<file path="src/rtl/alu_divider_if.sv">
// Handshake and result bundle between the control unit and the DIV unit.
// The control unit drives start/a/b and reads busy/done and the HI/LO results.
interface alu_divider_if #(
    parameter int BITS = 32
);
    logic            start;
    logic [BITS-1:0] a;
    logic [BITS-1:0] b;
    logic            busy;
    logic            done;
    logic [BITS-1:0] hi;
    logic [BITS-1:0] lo;
    logic            div_by_zero;

    modport master (
        output start, a, b,
        input  busy, done, hi, lo, div_by_zero
    );

    modport slave (
        input  start, a, b,
        output busy, done, hi, lo, div_by_zero
    );
endinterface

</file>
<file path="src/rtl/alu_divider.sv">
// Signed restoring divider: one quotient bit per clock on operand magnitudes,
// with sign fix-up in a final cycle. Quotient goes to LO, remainder to HI.
module alu_divider #(
    parameter int BITS = 32
) (
    input  logic          clk,
    input  logic          clr,
    alu_divider_if.slave  bus
);
    localparam int CW = $clog2(BITS);
    localparam logic [CW-1:0] CNT_LAST = CW'(BITS - 1);
    localparam logic [CW-1:0] CNT_ONE  = CW'(1);
    localparam logic [CW-1:0] CNT_ZERO = CW'(0);

    typedef enum logic [1:0] {
        IDLE = 2'd0,
        CALC = 2'd1,
        FIX  = 2'd2
    } state_t;

    state_t          state_r, state_s;
    logic [CW-1:0]   cnt_r, cnt_s;
    logic [BITS-1:0] rem_r, rem_s;
    logic [BITS-1:0] dvd_r, dvd_s;
    logic [BITS-1:0] dvs_r, dvs_s;
    logic            sign_q_r, sign_q_s;
    logic            sign_r_r, sign_r_s;
    logic            bzero_r, bzero_s;
    logic            busy_r, busy_s;
    logic            done_r, done_s;
    logic            dbz_r, dbz_s;
    logic [BITS-1:0] hi_r, hi_s;
    logic [BITS-1:0] lo_r, lo_s;
    logic [BITS:0]   shift_s;
    logic [BITS:0]   trial_s;

    // Magnitude of a two's complement value; the most negative value maps to itself as unsigned.
    function automatic logic [BITS-1:0] magnitude(input logic [BITS-1:0] v);
        if (v[BITS-1]) begin
            magnitude = -v;
        end else begin
            magnitude = v;
        end
    endfunction

    // Next-state, datapath step and result fix-up.
    always_comb begin
        state_s  = state_r;
        cnt_s    = cnt_r;
        rem_s    = rem_r;
        dvd_s    = dvd_r;
        dvs_s    = dvs_r;
        sign_q_s = sign_q_r;
        sign_r_s = sign_r_r;
        bzero_s  = bzero_r;
        busy_s   = busy_r;
        done_s   = 1'b0;
        dbz_s    = dbz_r;
        hi_s     = hi_r;
        lo_s     = lo_r;
        // Remainder stays below |b| <= 2^(BITS-1), so BITS+1 bits hold the shifted trial exactly.
        shift_s  = {rem_r, dvd_r[BITS-1]};
        trial_s  = shift_s - {1'b0, dvs_r};

        case (state_r)
            IDLE: begin
                if (bus.start) begin
                    dvd_s    = magnitude(bus.a);
                    dvs_s    = magnitude(bus.b);
                    sign_q_s = bus.a[BITS-1] ^ bus.b[BITS-1];
                    sign_r_s = bus.a[BITS-1];
                    bzero_s  = (bus.b == {BITS{1'b0}});
                    rem_s    = {BITS{1'b0}};
                    cnt_s    = CNT_LAST;
                    busy_s   = 1'b1;
                    state_s  = CALC;
                end else begin
                    state_s  = IDLE;
                end
            end
            CALC: begin
                if (trial_s[BITS]) begin
                    rem_s = shift_s[BITS-1:0];
                end else begin
                    rem_s = trial_s[BITS-1:0];
                end
                dvd_s = {dvd_r[BITS-2:0], ~trial_s[BITS]};
                if (cnt_r == CNT_ZERO) begin
                    state_s = FIX;
                end else begin
                    cnt_s   = cnt_r - CNT_ONE;
                end
            end
            FIX: begin
                // With a zero divisor every trial succeeds, leaving rem = |a|, so HI rebuilds a.
                if (bzero_r) begin
                    lo_s = {BITS{1'b1}};
                end else if (sign_q_r) begin
                    lo_s = -dvd_r;
                end else begin
                    lo_s = dvd_r;
                end
                if (sign_r_r) begin
                    hi_s = -rem_r;
                end else begin
                    hi_s = rem_r;
                end
                dbz_s   = bzero_r;
                done_s  = 1'b1;
                busy_s  = 1'b0;
                state_s = IDLE;
            end
            default: begin
                busy_s  = 1'b0;
                state_s = IDLE;
            end
        endcase
    end

    // State and datapath registers; clr aborts any division in flight.
    always_ff @(posedge clk or posedge clr) begin
        if (clr) begin
            state_r  <= IDLE;
            cnt_r    <= CNT_ZERO;
            rem_r    <= {BITS{1'b0}};
            dvd_r    <= {BITS{1'b0}};
            dvs_r    <= {BITS{1'b0}};
            sign_q_r <= 1'b0;
            sign_r_r <= 1'b0;
            bzero_r  <= 1'b0;
            busy_r   <= 1'b0;
            done_r   <= 1'b0;
            dbz_r    <= 1'b0;
            hi_r     <= {BITS{1'b0}};
            lo_r     <= {BITS{1'b0}};
        end else begin
            state_r  <= state_s;
            cnt_r    <= cnt_s;
            rem_r    <= rem_s;
            dvd_r    <= dvd_s;
            dvs_r    <= dvs_s;
            sign_q_r <= sign_q_s;
            sign_r_r <= sign_r_s;
            bzero_r  <= bzero_s;
            busy_r   <= busy_s;
            done_r   <= done_s;
            dbz_r    <= dbz_s;
            hi_r     <= hi_s;
            lo_r     <= lo_s;
        end
    end

    assign bus.busy        = busy_r;
    assign bus.done        = done_r;
    assign bus.hi          = hi_r;
    assign bus.lo          = lo_r;
    assign bus.div_by_zero = dbz_r;
endmodule

</file>
<file path="src/flat_wrapper.sv">
// flat-port wrapper written by rule: the top's interface ports become plain ports
module alu_divider_flat 
#(
    parameter int BITS = 32
)
  (clk, clr, bus_start, bus_a, bus_b, bus_busy, bus_done, bus_hi, bus_lo, bus_div_by_zero);
  alu_divider_if #(.BITS(BITS)) bus_i ();
  input  logic clk;
  input  logic clr;
  input wire logic [$bits(bus_i.start)-1:0] bus_start;
  input wire logic [$bits(bus_i.a)-1:0] bus_a;
  input wire logic [$bits(bus_i.b)-1:0] bus_b;
  output wire logic [$bits(bus_i.busy)-1:0] bus_busy;
  output wire logic [$bits(bus_i.done)-1:0] bus_done;
  output wire logic [$bits(bus_i.hi)-1:0] bus_hi;
  output wire logic [$bits(bus_i.lo)-1:0] bus_lo;
  output wire logic [$bits(bus_i.div_by_zero)-1:0] bus_div_by_zero;
  assign bus_i.start = bus_start;
  assign bus_i.a = bus_a;
  assign bus_i.b = bus_b;
  assign bus_busy = bus_i.busy;
  assign bus_done = bus_i.done;
  assign bus_hi = bus_i.hi;
  assign bus_lo = bus_i.lo;
  assign bus_div_by_zero = bus_i.div_by_zero;
  alu_divider #(.BITS(BITS)) u_core (.clk(clk), .clr(clr), .bus(bus_i));
endmodule
</file>
<file path="config.mk">
export PLATFORM = sky130hd
export DESIGN_NAME = alu_divider_flat
export DESIGN_NICKNAME = d
export VERILOG_FILES = /design/src/rtl/alu_divider_if.sv /design/src/rtl/alu_divider.sv /design/src/flat_wrapper.sv
export SDC_FILE = /design/constraint.sdc
export NUM_CORES = 1
export LEC_CHECK = 0
export BUFFER_PORTS_ARGS = -buffer_cell sky130_fd_sc_hd__buf_2
export CAP_MARGIN = 20
export CORE_ASPECT_RATIO = 1.75
export CORE_MARGIN = 5
export CORE_UTILIZATION = 58
export CTS_CLUSTER_SIZE = 10
export DETAILED_ROUTE_END_ITERATION = 8
export GPL_ROUTABILITY_DRIVEN = 0
export PLACE_DENSITY_LB_ADDON = 0.3
export SLEW_MARGIN = 20
export SYNTH_ARGS = -nofsm -noshare
export SYNTH_HDL_FRONTEND = slang
export SYNTH_SLANG_ARGS = --single-unit
</file>
<file path="constraint.sdc">
create_clock -name clk -period 12.18 [get_ports clk]
set_clock_uncertainty 0.05 [all_clocks]
set_input_delay 1.218 -clock clk [delete_from_list [all_inputs] [get_ports clk]]
set_output_delay 1.218 -clock clk [all_outputs]
set_load 0.005 [all_outputs]
</file>
==> metrics.md <==
| Metric | Value |
|---|---|
| Crit end category | flop |
| Net count, final | 1443 |
| Mapped Nets | 1346 |
| Setup TNS | 0 ns |
| Delay-heaviest family, CP | compound AO/OA/AOI/OAI gates |
| Fin cells | 1588 |
| Final setup vio count | 0 |
| Hold path endpoint | u_core.bus.hi[9]$_DFFE_PP0P_ |
| Syn. warnings | 0 |
| Buf+Inv Stages, Crit Path | 2 |
| Share of layout cells above drive strength 1 | between 10 and 15% |
| Status | finished clean |
| Area leader, netlist | dfrtp_1 |
| Post-layout min period | 3.806 ns |
| Syn_area_per_cell | ~8.8 um2 |
| Worst reg2reg path endpoint | u_core.rem_r[8]$_DFFE_PP0P_ |
| Post-Route WL | 26270 um |
| Number of antenna violations at the first check in global routing | 4 |
| P per Cell Area | between 300 and 400 nW/um2 |
| Total die area | roughly 22000 um2 |
| Total congestion overflow | 0 |
| Core Region | approximately 19000 um2 |
| HP Class | reg2reg |
| Routed Antenna Nets | 0 |
| Detailed Route Iter0 Violations | about 380 |
| Final Hold Fails | 0 |
| Slew Limit Fails | 0 |
| Routed vias/inst | between 5 and 6 |
| CTS tree | done |
| Area growth, synth to finish | 12.62% |
| Async SR Flop Fraction | 100.0% |
| Critical path, cell by cell | inv_1 -> ha_1 -> fa_1 -> nand2b_1 -> a21oi_1 -> o21ai_0 -> a31oi_2 -> nand4_1 -> a221oi_4 -> buf_4 -> mux2i_1 -> o21ai_0 |
| Synth top area share | approximately two fifths |
| Detailed placement HPWL | roughly 19000 um |
| Leakage power | about 5.6 nW |
| Critical path required time | about 12 ns |
| Die W | roughly 110 um |
| CP Launch Type | flop |
| RR Startpoint | u_core.dvd_r[31]$_DFFE_PP0P_ |
| RSZ-0062 raised after global routing | no |
| Initial DRT Pass Iterations | 5 |
| Main synth FF type | dfrtp_1 |
| Worst-path clk slew | about 0.06 ns |
| Vias in the first global route | 9218 |
| Seq/Total Area, Yosys | 39.62% |
| Synth unique cells | 69 |
| Post-cts resize count | 0 |
| Worst path slowest cell | buf_4 |
| Setup Buffers After CTS | 0 |
| Worst slew margin | 29.42% |
| Arr. time, crit path | between 4 and 5 ns |
| Fin crit share | a little under a third |
| I/O pin count | between 100 and 150 |
| WHS Path Cells | 2 |
| Mapped cell area | between 10000 and 15000 um2 |
| Hold Buf Count CTS | 0 |
| CP dominant cell by count | o21ai_0 |
| Avg WL per Cell | around 17 um |
| Worst reg2reg setup slack | 8.37 ns |
| Critical Path Start | u_core.dvd_r[31]$_DFFE_PP0P_ |
| Latest clock arrival within the worst-skew pair | between 0.4 and 0.5 ns |
| FP Rows | 66 |
| WS Path Type | reg2reg |
| R2R depth | 12 |
| Worst Max-Slew Pin Slew | roughly 1.1 ns |
| Initial core utilization | 58.80% |
| Die height | approximately 190 um |
| Cells after Synth | 1240 |
| Worst vdd ir | between 100 and 150 uV |
| Global-route usage over all layers | approximately 25% |
| Inst Count DP | ~1600 |
| First-pass GRT wire length | between 40000 and 50000 um |
| Clock sinks | about 170 |
| IO Port Bufs | around 130 |
| Layout fillers | 1593 |
| Top cells by area, synth | dfrtp_1, xor2_1, o21ai_0, nand2_1, ha_1 |
| DRC errors left | 0 |
| FF+latch count, synth | 173 |
| HP Start | u_core.bus.hi[9]$_DFFE_PP0P_ |
| Max-cap viol count | 0 |
| CP max stage delay | around 0.5 ns |
| Root Buffer | clkbuf_16 |
| CTS buffer count | 17 |
| CP max FO | 33 |
| H-tree Lvls | 4 |
| Achievable Freq | roughly 0.26 GHz |
| Largest net degree at the start of global routing | ~120 |
| EDFF count, synth | 0 |
| Via count | 9273 |
| Clk buf depth | 2 |
## metrics by stage
step	setup slack [ns]	total power, mW	hold WS, ns	util [%]	instance area (um2)
after global routing	8.057	4.086	0.4546	66.21	12300
after floorplan	6.224	2.672	0.3998	-	10930
after detailed placement	8.095	3.197	0.4155	63.07	11720
after CTS	8.374	3.746	0.4297	66.18	12300
after global placement	8.146	3.129	0.4055	63.07	11720
final	8.374	3.733	0.4207	66.22	12300
## how the worst max path moves through the flow
stage	endpoint	slack (ns)	depth (start not counted)
6_report	u_core.rem_r[8]$_DFFE_PP0P_	8.37	12
4_1_cts	u_core.rem_r[26]$_DFFE_PP0P_	8.37	13
3_5_place_dp	u_core.dvd_r[27]$_DFFE_PP0P_	8.10	10
2_1_floorplan	u_core.bus.busy$_DFFE_PP0P_	6.22	1
5_1_grt	u_core.rem_r[27]$_DFFE_PP0P_	8.06	13
3_3_place_gp	u_core.dvs_r[29]$_DFFE_PP0P_	8.15	10
## worst reg2reg max path, cell delays in order, from the launching register on
cell and delay, ns:
dfrtp_1 0.38, inv_1 0.07, ha_1 0.20, fa_1 0.41
nand2b_1 0.19, a21oi_1 0.21, o21ai_0 0.20, a31oi_2 0.46
nand4_1 0.24, a221oi_4 0.40, buf_4 0.50, mux2i_1 0.28
o21ai_0 0.09
## cells in the final DEF, fill, tap and decap left out, types with 4 or more instances in the layout
cell and count:
or4_1 10, buf_4 7, buf_2 133, nor2_1 70, xnor2_1 32, a211oi_1 5
o211ai_1 4, nand2b_1 18, or3_1 9, nand4_1 6, nor4_1 9, nand2_1 146
dfrtp_1 172, inv_1 50, mux2i_1 27, a21oi_1 71, o21ai_1 4, ha_1 38
clkbuf_16 17, a31oi_1 10, o31ai_1 33, a21o_1 14, o21ai_0 166, a22oi_1 30
nor2b_1 8, xor2_1 116, nor3_1 10, clkinv_4 5, o41ai_1 22, nand3_1 33
## cells in the mapped netlist, types with 19 or more instances
cell / count
ha_1: 38
o31ai_1: 33
clkbuf_1: 46
xor2_1: 116
dfrtp_1: 173
nand2_1: 146
nand3_1: 33
a21oi_1: 71
a22oi_1: 30
xnor2_1: 32
mux2i_1: 27
o41ai_1: 22
nand2b_1: 19
o21ai_0: 166
nor2_1: 73
inv_1: 51
## layout make-up
cell class / count / area [um2] / area share (%)
clock buffers: 20 / 466.7 / 3.793
clock inverters: 11 / 111.4 / 0.9050
inverters: 51 / 196.4 / 1.596
multi-input cells: 953 / 6170 / 50.14
repair buffers: 141 / 729.5 / 5.928
diodes: 1 / 2.502 / 0.02034
well taps: 238 / 297.8 / 2.420
flip-flops and latches: 173 / 4330 / 35.19
## logic make-up (layout without fill, tap and decap cells)
family / count (synthesis) / count (layout) / share of synthesized area (%)
and+or+nand+nor: 352 / 352 / 15.38
other: 0 / 1 / 0
adders and majority gates: 39 / 39 / 4.535
DFF: 173 / 173 / 39.62
xor gates and xnor gates: 148 / 148 / 11.86
buffers and inverters: 114 / 223 / 4.203
AOI/OAI and AO/OA: 386 / 386 / 21.82
muxes: 28 / 28 / 2.577
## power by group
part / switching [mW] / internal, mW
combinational: 1.12 / 0.900
sequential: 0.312 / 0.868
clock: 0.233 / 0.299
total: 1.67 / 2.07
## routing by layer
layer	vias up	routed length [um]	track usage [%]
met1	4436	9897	26.88
met5	-	48	0
met4	8	559	8.052
li1	4594	-	-
met3	41	1207	4.403
met2	194	14560	47.57
## flip-flops by register name, summed over array words and instances, names as in the netlist
signal,cells
u_core.bus.hi,32
u_core.bus.lo,32
u_core.dvd_r,32
u_core.dvs_r,32
u_core.rem_r,32
u_core.cnt_r,5
u_core.state_r,2
u_core.bus.busy,1
u_core.bus.div_by_zero,1
u_core.bus.done,1
u_core.bzero_r,1
u_core.sign_q_r,1
u_core.sign_r_r,1
Note: power is estimated with default switching activity, not from simulation.
